[src/rtl/cia_pkg.sv]
// Shared types and constants for the CIA register bank and its two interval timers.
package cia;

    typedef logic [3:0]  reg4_t;
    typedef logic [7:0]  reg8_t;
    typedef logic [15:0] reg16_t;

    // Per-timer control bits decoded by cia_control from CRA/CRB.
    typedef struct packed {
        logic start;
        logic toggle;
        logic force_load;
        logic count;
    } tctrl_t;

    typedef struct packed {
        reg16_t value;
        logic   ufl;
        logic   pb;
    } timer_out_t;

    localparam reg4_t TA_LO = 4'h4;
    localparam reg4_t TB_LO = 4'h6;

endpackage

[src/rtl/cia_timer.sv]
// 16-bit CIA interval timer: latch, down-counter, underflow pulse and PB6/PB7 output.
// All state advances only on the phi2_dn strobe.
module cia_timer
    import cia::*;
#(
    parameter reg4_t ADDR_LO = TA_LO
) (
    input  logic   clk,
    input  logic   res_n,
    input  logic   phi2_dn,
    input  logic   we,
    input  reg4_t  addr,
    input  reg8_t  data,
    input  tctrl_t ctrl,
    output reg16_t value,
    output logic   ufl,
    output logic   pb
);

    localparam reg4_t ADDR_HI = ADDR_LO + 4'd1;

    reg16_t latch_q, latch_d;
    reg16_t counter_q, counter_d;
    logic   cnt_dly_q;
    logic   start_prev_q;
    logic   ufl_q;
    logic   pb_q, pb_d;

    logic wr_lo, wr_hi, load_hi, ufl_next, reload, start_rise;

    always_comb begin
        wr_lo   = we && (addr == ADDR_LO);
        wr_hi   = we && (addr == ADDR_HI);
        load_hi = wr_hi && !ctrl.start;

        // Reload sees this cycle's byte write, so latch_d rather than latch_q.
        latch_d = latch_q;
        if (wr_lo) latch_d[7:0]  = data;
        if (wr_hi) latch_d[15:8] = data;

        ufl_next = cnt_dly_q && (counter_q == 16'h0000);
        reload   = ufl_next | ctrl.force_load | load_hi;

        if (reload)         counter_d = latch_d;
        else if (cnt_dly_q) counter_d = counter_q - 16'd1;
        else                counter_d = counter_q;

        start_rise = ctrl.start && !start_prev_q;
        if (ctrl.toggle) begin
            if (start_rise)    pb_d = 1'b1;
            else if (ufl_next) pb_d = !pb_q;
            else               pb_d = pb_q;
        end else begin
            pb_d = ufl_next;
        end
    end

    always_ff @(posedge clk or negedge res_n) begin
        if (!res_n) begin
            latch_q      <= 16'hFFFF;
            counter_q    <= 16'hFFFF;
            cnt_dly_q    <= 1'b0;
            start_prev_q <= 1'b0;
            ufl_q        <= 1'b0;
        end else if (phi2_dn) begin
            latch_q      <= latch_d;
            counter_q    <= counter_d;
            cnt_dly_q    <= ctrl.count;
            start_prev_q <= ctrl.start;
            ufl_q        <= ufl_next;
        end
    end

    always_ff @(posedge clk or negedge res_n) begin
        if (!res_n) begin
            pb_q <= 1'b0;
        end else if (phi2_dn) begin
            pb_q <= pb_d;
        end
    end

    assign value = counter_q;
    assign ufl   = ufl_q;
    assign pb    = pb_q;

endmodule

[config.mk]
export PLATFORM = sky130hd
export DESIGN_NAME = cia_timer
export DESIGN_NICKNAME = d
export VERILOG_FILES = /design/src/rtl/cia_pkg.sv /design/src/rtl/cia_timer.sv
export SDC_FILE = /design/constraint.sdc
export NUM_CORES = 1
export LEC_CHECK = 0
export BUFFER_PORTS_ARGS = -buffer_cell sky130_fd_sc_hd__buf_2
export CORE_ASPECT_RATIO = 1.1
export CORE_MARGIN = 5
export CORE_UTILIZATION = 50
export CTS_CLUSTER_DIAMETER = 100
export DETAILED_ROUTE_END_ITERATION = 16
export PLACE_DENSITY = 0.78
export SKIP_CTS_REPAIR_TIMING = 1
export SLEW_MARGIN = 10
export SYNTH_ARGS = -nofsm -noshare
export SYNTH_HDL_FRONTEND = slang
export SYNTH_SLANG_ARGS = --single-unit
[constraint.sdc]
create_clock -name clk -period 2.05 [get_ports clk]
set_input_delay 0.5125 -clock clk [delete_from_list [all_inputs] [get_ports clk]]
set_output_delay 0.5125 -clock clk [all_outputs]
set_load 0.02 [all_outputs]
==> impl_metrics.py <==
metrics = {
    "status": {
        "status": "finished clean",
    },
    "grt": {
        "grt_start_max_net_pins": 31,
        "grt_util_all_layers_pct": 19.5,
        "antenna_found_initial": 0,
        "global_route_wire_length_before_repair_um": 8760,
        "grt_remaining_overflow": 0,
        "grt_pass1_vias": 1785,
    },
    "critical_path": {
        "worst_ep_required_time_ns": 2.27,
        "critPathCaptureType": "flop",
        "worst_ep_arrival_time_ns": 2.15,
        "worstSetupPathType": "reg2reg",
        "worst-path-max-fanout": 14,
        "timing.critical_path.from_type": "flop",
    },
    "min_path": {
        "hold_path.class": "in2async",
    },
    "job": {
        "max-cap-violations": 0,
    },
    "placed_design": {
        "routability_cong": 0.897,
        "placement.setup.worst_slack_ns": -0.0615,
        "port_buffer_count": 37,
        "dp.final_hpwl_um": 3740,
    },
    "yosys": {
        "netlist.area_leader.share_pct": 38.6,
        "synth-edff-count": 0,
        "postSynthNetCount": 229,
        "postSynthCellCount": 207,
        "post-synth-top-area-cell": "sky130_fd_sc_hd__dfstp_2",
        "synth_top_cells_by_area": "sky130_fd_sc_hd__dfstp_2, sky130_fd_sc_hd__mux2i_1, sky130_fd_sc_hd__dfrtp_1",
        "asyncSetResetFlopFracSynth_pct": 100,
        "synth_flop_cell": "sky130_fd_sc_hd__dfstp_2",
        "syn_area_mm2": 0.00218,
        "yosys.cell_types.count": 58,
        "ys_seq_elements": 36,
        "synth.avg_cell_area_um2": 10.5,
        "ys_warn_count": 0,
        "yosysSeqAreaShare_pct": 43.2,
    },
    "cts": {
        "ctsHtreeMaxLevel": 2,
        "clock_insertion_delay_worst_skew_ns": 0.29,
        "reg_clk_slew_reported_paths_ns": 0.07,
        "clock_tree.buffer_depth": 2,
        "cts_tree": "yes",
        "tritoncts_num_sinks": 36,
        "clock-root-buffer": "sky130_fd_sc_hd__clkbuf_8",
        "numCtsBuffers": 5,
    },
    "final_layout": {
        "syn_to_final_growth_pct": 18.7,
        "fin_util_pct": 60.7,
        "final_cell_mix": "sky130_fd_sc_hd__buf_2, sky130_fd_sc_hd__dfstp_2, sky130_fd_sc_hd__nor2_1, sky130_fd_sc_hd__mux2i_1, sky130_fd_sc_hd__a21oi_1",
        "antennaDiodeCount": 0,
        "drive_gt1_share_pct": 44.9,
        "finalNetCount": 275,
        "layout.cells.most_common": "sky130_fd_sc_hd__buf_2",
        "final.fill_count": 390,
    },
    "floorplan": {
        "die_height_um": 79.2,
        "core_ar_mm2": 0.00425,
        "start_util_pct": 51.1,
        "die_x_um": 72.9,
        "rows": 25,
        "fp.dieArea_mm2": 0.00577,
        "ioPinCount": 38,
    },
    "timing": {
        "finalSetupTns_ns": 0,
        "final-max-slew-violation-count": 0,
        "rsz0062_at_grt": "false",
        "layout_worst_path_cycle_share_pct": 94.0,
        "whs_ns": 0.187,
        "finalHoldViolCount": 0,
        "timing_worst_slew_pin_value_ns": 0.492,
        "worst_slew_margin_rel_pct": 67.2,
        "timing.final.setup_violations": 0,
        "post-route-min-period_ns": 1.93,
        "clock-skew-final_ns": 0.00668,
        "timing.fmax_ghz": 0.519,
        "worst_slack_ns": 0.122,
    },
    "route": {
        "drt_wl_total_um": 5090,
        "wire_per_inst_um": 16.5,
        "drc_errors_left": 0,
        "detail_route.vias_per_cell": 5.76,
        "final_antenna_net_count": 0,
        "num_vias": 1774,
        "drt-pass1-iter-count": 4,
        "detail_route.iter0.violations": 93,
    },
    "pwr": {
        "leakage_uw": 0.00107,
        "power-per-cell-area_mw_per_mm2": 950,
        "vdd.ir_drop.worst_mv": 0.518,
    },
}
[Yosys cell counts, drive strengths merged, types with 2 or more instances]
master  instances
dfstp          32
nor2           23
mux2i          19
a21oi          18
nor3           13
mux2           10
buf             9
nand2           8
nand3           7
and3            6
o21ai           5
a221o           4
clkbuf          4
dfrtp           4
inv             3
nor3b           3
a21o            2
a31o            2
a31oi           2
ha              2
nand4           2
nor2b           2
nor4            2
nor4b           2
o22a            2
o311ai          2
or4             2
xnor2           2
[sequential cells by signal, indices dropped and copies added, names as in the netlist]
name          count
ufl               1
value            16
pb                1
latch_q          16
cnt_dly_q         1
start_prev_q      1
[cell type report]
cell class	count	area [um2]	area share (%)
Multi-Input combinational cell	155	1150	44.6
Sequential cell	36	941	36.4
Timing Repair Buffer	52	323	12.5
Clock buffer	8	90.1	3.49
Tap cell	54	67.6	2.62
Inverter	3	11.3	0.436
[kinds of logic after synthesis]
logic type / count (synthesis) / synth area share, %
buffers and inverters: 16 / 4.20
AND/OR/NAND/NOR: 76 / 20.6
adder cells (fa/ha/maj): 2 / 1.15
flip-flops: 36 / 43.2
multiplexers: 29 / 13.9
AO/OA/AOI/OAI: 46 / 16.1
XOR/XNOR: 2 / 0.805
[layer usage]
| metal | GRT usage (%) | up-vias | wire length (um) |
|---|---|---|---|
| li1 | - | 864 | - |
| met1 | 26.5 | 859 | 2270 |
| met2 | 31.5 | 47 | 2490 |
| met3 | 3.54 | 4 | 281 |
| met4 | 6.09 | 0 | 38 |
| met5 | 0 | - | 0 |
[path summary, 6_finish.rpt]
check,slack [ns],cells after the start,endpoint,start
worst min-delay path,0.19,1,cnt_dly_q,res_n
worst min register to register,0.50,2,latch_q[15],latch_q[15]
max in group asynchronous,1.27,2,latch_q[4],res_n
worst max-delay path,0.12,7,value[1],value[0]
min in group clk,0.46,2,cnt_dly_q,ctrl[0]
worst max register to register,0.12,7,value[1],value[0]
[worst max-delay path, stage by stage (launching register included)]
cell,delay [ns]
sky130_fd_sc_hd__dfstp_2,0.37
sky130_fd_sc_hd__inv_1,0.09
sky130_fd_sc_hd__ha_1,0.15
sky130_fd_sc_hd__nor4b_2,0.23
sky130_fd_sc_hd__and4_4,0.30
sky130_fd_sc_hd__a21o_4,0.23
sky130_fd_sc_hd__mux2_2,0.35
sky130_fd_sc_hd__a21oi_1,0.13
[per-stage QoR]
stage	total power (uW)	area [um2]	cells
after floorplan	1670	2180	207
after global placement	1920	2490	300
after detailed placement	1940	2490	300
after CTS	2470	2580	308
after global routing	2600	2580	308
final	2450	2580	308
[power breakdown]
group / switching [uW] / internal [uW] / leakage, uW
logic: 429 / 340 / 0.000642
clock network: 254 / 274 / 0.0000455
registers: 180 / 978 / 0.000387
(Power assumes the default switching activity.)
